<file path="src/rtl/hilo_divider.sv">
// Iterative restoring divider for the HI/LO unit: one quotient bit per cycle,
// DIV/DIVU with sign fix-up, divide-by-zero bypass and pipeline-flush cancel.
module hilo_divider #(
  parameter int WIDTH       = 32,
  parameter bit HOLD_RESULT = 1'b1
) (
  input  logic             clk,
  input  logic             rst,
  input  logic             start,
  input  logic             is_signed,
  input  logic             cancel,
  input  logic [WIDTH-1:0] a,
  input  logic [WIDTH-1:0] b,
  output logic             busy,
  output logic             done,
  output logic [WIDTH-1:0] quotient,
  output logic [WIDTH-1:0] remainder,
  output logic             div_by_zero
);

  localparam int CW = $clog2(WIDTH + 1);

  typedef enum logic [1:0] {
    IDLE,
    CALC,
    DONE
  } state_t;

  state_t state;
  state_t stateNext;

  logic [CW-1:0]    count;
  logic [WIDTH-1:0] rem;
  logic [WIDTH-1:0] quo;
  logic [WIDTH-1:0] dvs;
  logic             negQ;
  logic             negR;
  logic             zeroDiv;

  logic             negA;
  logic             negB;
  logic [WIDTH-1:0] magA;
  logic [WIDTH-1:0] magB;
  logic             accept;
  logic             finish;
  logic             stepEn;
  logic [WIDTH:0]   shifted;
  logic [WIDTH:0]   trial;

  assign negA = is_signed & a[WIDTH-1];
  assign negB = is_signed & b[WIDTH-1];
  assign magA = negA ? -a : a;
  assign magB = negB ? -b : b;

  assign accept = start & ~cancel & (state != CALC);
  assign finish = (state == CALC) & ~cancel
                & (zeroDiv | (count == '0));
  assign stepEn = (state == CALC) & ~cancel
                & ~zeroDiv & (count != '0);

  // Partial remainder stays below the divisor, so W bits hold it.
  assign shifted = {rem, quo[WIDTH-1]};
  assign trial   = shifted - {1'b0, dvs};

  assign busy = (state == CALC);
  assign done = (state == DONE);

  always_ff @(posedge clk) begin
    if (!rst) begin
      state <= IDLE;
    end else begin
      state <= stateNext;
    end
  end

  always_comb begin
    stateNext = state;
    unique case (state)
      IDLE: begin
        if (accept) stateNext = CALC;
      end
      CALC: begin
        if (cancel) begin
          stateNext = IDLE;
        end else if (finish) begin
          stateNext = DONE;
        end
      end
      DONE: begin
        stateNext = accept ? CALC : IDLE;
      end
      default: stateNext = IDLE;
    endcase
  end

  always_ff @(posedge clk) begin
    if (!rst) begin
      count       <= '0;
      rem         <= '0;
      quo         <= '0;
      dvs         <= '0;
      negQ        <= 1'b0;
      negR        <= 1'b0;
      zeroDiv     <= 1'b0;
      quotient    <= '0;
      remainder   <= '0;
      div_by_zero <= 1'b0;
    end else begin
      if (accept) begin
        count   <= CW'(WIDTH);
        rem     <= '0;
        dvs     <= magB;
        negQ    <= negA ^ negB;
        negR    <= negA;
        zeroDiv <= (b == '0);
        // A zero divisor reports the raw dividend, so keep it unmodified.
        quo     <= (b == '0) ? a : magA;
      end else if (stepEn) begin
        count <= count - CW'(1);
        if (!trial[WIDTH]) begin
          rem <= trial[WIDTH-1:0];
          quo <= {quo[WIDTH-2:0], 1'b1};
        end else begin
          rem <= shifted[WIDTH-1:0];
          quo <= {quo[WIDTH-2:0], 1'b0};
        end
      end

      if (finish) begin
        if (zeroDiv) begin
          quotient    <= '1;
          remainder   <= quo;
          div_by_zero <= 1'b1;
        end else begin
          quotient    <= negQ ? -quo : quo;
          remainder   <= negR ? -rem : rem;
          div_by_zero <= 1'b0;
        end
      end else if (!HOLD_RESULT && (state == DONE)) begin
        quotient  <= '0;
        remainder <= '0;
      end
    end
  end

endmodule
</file>
<file path="config.mk">
export PLATFORM = sky130hd
export DESIGN_NAME = hilo_divider
export DESIGN_NICKNAME = d
export VERILOG_FILES = /design/src/rtl/hilo_divider.sv
export SDC_FILE = /design/constraint.sdc
export NUM_CORES = 1
export LEC_CHECK = 0
export ABC_AREA = 1
export BUFFER_PORTS_ARGS = -buffer_cell sky130_fd_sc_hd__buf_4
export CAP_MARGIN = 10
export CORE_ASPECT_RATIO = 0.75
export CORE_MARGIN = 2
export CORE_UTILIZATION = 30
export CTS_BUF_LIST = sky130_fd_sc_hd__clkbuf_8
export CTS_CLUSTER_DIAMETER = 100
export DETAILED_ROUTE_END_ITERATION = 10
export GPL_ROUTABILITY_DRIVEN = 0
export GPL_TIMING_DRIVEN = 1
export SLEW_MARGIN = 20
export SYNTH_ARGS = -nofsm -noshare
export SYNTH_HDL_FRONTEND = slang
export SYNTH_SLANG_ARGS = --single-unit
</file>
<file path="constraint.sdc">
create_clock -name clk -period 2.68 [get_ports clk]
set_input_delay 0.268 -clock clk [delete_from_list [all_inputs] [get_ports clk]]
set_output_delay 0.268 -clock clk [all_outputs]
set_load 0.02 [all_outputs]
</file>
-- Yosys cells after proc, flatten, opt, wreduce, memory -nomap -nowiden
Cells that the tools add are included.
- register bits after elaboration: 172
- bits in latches: 0
- bits in writable memories: 0
- bits in read-only memories: 0
- bits of input ports: 69
- output and inout port bits: 67
- logic and storage cells: 62
- memories: 0
- add/sub/neg operators: 6
- multiply operators: 0
- divide/modulo/power cells: 0
- $lt $le $gt $ge: 0
- equality and inequality tests: 5
- shifts and indexed selects: 0
- multiplexer cells: 19
- bitwise operators: 13
- reduce and logical (&&, ||, !) cells: 7
- operators with widths (cell ; number):
    $mux 32 ; 10
    $neg 32->32 ; 4
    $sub 33x32->33 ; 1
    $logic_not 32->1 ; 1
    $mux 6 ; 2
    $and 1x1->1 ; 8
    $logic_not 6->1 ; 1
    $mux 2 ; 3
    $pmux 2 s3 ; 1
    $reduce_bool 6->1 ; 1
    $sub 6x1->6 const B ; 1
    $mux 1 ; 3
    $ne 3x2->1 const B ; 1
    $not 1->1 ; 3
    $eq 2x1->1 const B ; 1
    $eq 2x2->1 const B ; 1
    $logic_not 2->1 ; 1
    $ne 2x1->1 const B ; 1
    $ne 2x2->1 const B ; 1
    $reduce_and 2->1 ; 1
    $reduce_bool 2->1 ; 1
    $reduce_or 2->1 ; 1
    $or 1x1->1 ; 1
    $xor 1x1->1 ; 1

-- Depth between registers and ports, before layout
- word-level depth: 6
- gate-level depth with buffers: 19
- gate-level depth less buffers: 18

-- Least setup slack after synthesis
OpenSTA, ideal clock, no wires.
- path type: register to register
- start: register quo[31]
- end: register rem[3]
- library setup time: 0.132 ns
- data arrival time: 2.086 ns
- data required time: 2.548 ns
- path slack: 0.462 ns
- stages on the path, launching flop included: 19
- buffers on the path: 1
- period minus slack after synthesis: 2.218 ns
- cell sequence: dfxtp_1 -> inv_1 -> ha_1 -> fa_1 -> inv_1 -> nand2_1 -> nand2_1 -> nand3_1 -> nand2_2 -> nand2_1 -> nand2_2 -> nand2_2 -> nand2_1 -> nand2_1 -> nand2_4 -> buf_6 -> nand2_1 -> nand3_1 -> a21oi_1
- cells in the longest elaborated chain, start to end: 2
- ends and longest elaborated chain (what ; line ; RTL):
    start: declaration ; 34 ; logic [WIDTH-1:0] quo;
    start signal: assignment ; 117 ; quo <= (b == '0) ? a : magA;
    start signal: assignment ; 122 ; quo <= {quo[WIDTH-2:0], 1'b1};
    start signal: assignment ; 125 ; quo <= {quo[WIDTH-2:0], 1'b0};
    $sub 33x32->33 ; 63 ; assign trial = shifted - {1'b0, dvs};
    $mux 32 ; 120 ; if (!trial[WIDTH]) begin
    end signal: assignment ; 121 ; rem <= trial[WIDTH-1:0];
    end signal: assignment ; 124 ; rem <= shifted[WIDTH-1:0];
    end: declaration ; 33 ; logic [WIDTH-1:0] rem;
Every way passes these cells.
A chain may end at the register's enable or synchronous reset.

-- Final worst setup path
- start: register rem[20]
- end: register rem[17]
- cells in the longest elaborated chain, start to end: 2
- ends and longest elaborated chain (what ; line):
    $sub 33x32->33 ; 63
    $mux 32 ; 120
Every way passes these cells.

==> flow_summary.ini <==
[outcome]
status = complete, no violations

[worst_hold_path]
hold_path.startpoint = a[19]
hp-class = in -> reg

[yosys]
synth_edf_count = 0
synth_cell_type_count = 51
synth_nets = 2226
synthArstFlopShare_pct = 0
syn_area_per_cell_um2 = 6.01
synth_common_cells = nand2_1 (573), inv_1 (351), nand3_1 (205), dfxtp_1 (172), nor2_1 (167)
postSynthCellCount = 2118
yosys_warnings = 0
yosysMostFrequentCell = nand2_1
synth_top_area_share_pct = 27.1
syn-cell-area_um2 = 12700
synth_top_area_cell = dfxtp_1
synth_seq_cells = 172
synth_area_leaders = dfxtp_1 (27%), nand2_1 (17%), inv_1 (10%)
ys.flop_type = dfxtp_1
ys_seq_area_share_pct = 27.1

[timing]
relSlewSlack_pct = 50.1
finClkSkew_ns = 0.0159
maxSlewViolCount = 0
min_period_ns = 2.48
finalCritPeriodShare_pct = 92.7
worst_pin_slew_ns = 0.748
fmax_mhz = 403
setup_violations = 0
timing_hold_violations_final = 0
rsz0062_at_grt = false

[drt]
wire_per_inst_um = 17.4
dr.pass1.iters = 6
vias_per_cell = 5.13
drc_errors = 0
drtAntennaViolNets = 0
drtIter0Drc = 1605
routed_wirelength_um = 49100
vias = 14400

[worst_setup_path]
arrival_ns = 2.91
worstPathMaxFanout = 7
crit_start = rem[20]
cp-end-kind = flip-flop
crit_required_ns = 3.11
reg2reg_from = rem[20]
start_kind = flip-flop
crit_type = reg -> reg

[clocking]
htree_levels = 4
clock_latency_ns = 0.49
cts_buffers = 17
clk_pin_slew_ns = 0.10
cts_num_sinks = 172
cts-root-buf = clkbuf_8
cts_tree = built
clk_path_buf_depth = 2

[placed_design]
placed_area_um2 = 14300
placedCellCount = 2779
place.detailed.hpwl_um = 38800
io_buffer_count = 135

[layout]
drive_gt1_share_pct = 12.6
instances_no_fill = 2818
design_area_um2 = 14800
area_growth_pct = 16.5
final_nets = 2343

[pwr]
p_leak_uw = 0.00716
cellPowerDensity_nw_per_um2 = 412
ir_drop_uv = 262

[die]
ios = 136
die_area_um2 = 44100
rows = 65
core_area_um2 = 42000
start_util_pct = 30.3
fp.dieW_um = 242
die_h_um = 182

[global_routing]
grt-ovfl-total = 0
track_usage_pct = 21.6
antenna_found_initial = 1
grt_pass1_vias = 12800
grt_start_max_net_pins = 66
grt_pass1_wl_um = 74500

[run]
max-cap-violations = 0
through the flow:
stage	TNS (ns)	util (%)	power [µW]	hold slack (ns)	setup slack, ns
finish	0	35.3	6110	0.0601	0.197
global route	0	35.3	6420	0.0602	0.00119
CTS	0	35.1	6070	0.0232	0.0399
detailed placement	-0.00996	34.2	4290	0.456	-0.00977
global placement	0	34.2	4280	0.444	0.0319
floorplan	0	-	3760	0.406	0.462
registers in the layout (all words and copies together) (netlist names):
signal and count:
quotient 32, negR 1, state 2, dvs 32
zeroDiv 1, negQ 1, count 6, remainder 32
rem 32, div_by_zero 1, quo 32
final cells by class:
cell class / instances / area, µm²
fillers: 4598 / 27100
multi-input cells: 1509 / 7610
flip-flops and latches: 172 / 3450
inverters: 363 / 1360
repair buffers: 172 / 1330
well taps: 569 / 712
clock buffers: 17 / 234
clock inverters: 15 / 126
diodes: 1 / 2.50
cells in the final DEF, fill, tap and decap left out, types with 23 or more instances in the layout:
master and n:
buf_4 168, nor3_1 33, inv_1 352, dfxtp_1 170, o22ai_1 43, nand2_1 571, xor2_1 26, nor2_1 166
a21oi_1 131, o21ai_0 96, a31oi_1 23, ha_1 38, nand3_1 204
critical path: stages (launching register included):
cell	delay, ns
dfxtp_1	0.53
ha_1	0.35
nand2_1	0.09
nand2_1	0.09
a21oi_2	0.22
nand2_1	0.10
a21oi_2	0.24
nand2_2	0.12
nand2_4	0.15
nand2_8	0.10
buf_4	0.15
nand2_1	0.06
nand3_1	0.07
a21oi_1	0.14
cell families after synthesis:
family	Yosys count	synth area share, %
and+or+nand+nor	1071	36.7
buffers and inverters	439	13.7
AOI/OAI and AO/OA	367	16.5
DFF	172	27.1
adders and majority gates	39	3.89
xor gates and xnor gates	30	2.06
worst paths after layout:
| path | end | slack, ns | cells after the start |
|---|---|---|---|
| min | quo[19] | 0.06 | 3 |
| max reg2reg | rem[17] | 0.20 | 13 |
| max | rem[17] | 0.20 | 13 |
| min reg2reg | dvs[29] | 0.47 | 2 |
metal layers:
metal | vias up | GRT usage, % | share of wire [%]
met5 | - | 0 | 0
met1 | 6642 | 32.6 | 48
met3 | 50 | 6.31 | 12
li1 | 7075 | - | -
met4 | 0 | 4.42 | 1.3
met2 | 678 | 29.9 | 39
report_power, final:
group / internal (µW) / leakage [µW] / switching [µW]
combinational: 501 / 0.00557 / 1090
sequential: 2640 / 0.00140 / 87.3
clock: 736 / 0.000192 / 1060
what timing repair did:
| item | 4_1_cts | 5_1_grt |
|---|---|---|
| hold endpoints to repair | 1 | 0 |
| buffers inserted | 0 | 3 |
| cloned | 0 | 2 |
| gates resized for setup | 1 | 9 |
| pin swaps | 0 | 1 |
| setup endpoints to repair | 5 | 33 |
| hold buffers | 1 | 0 |
(Power assumes the default switching activity.)
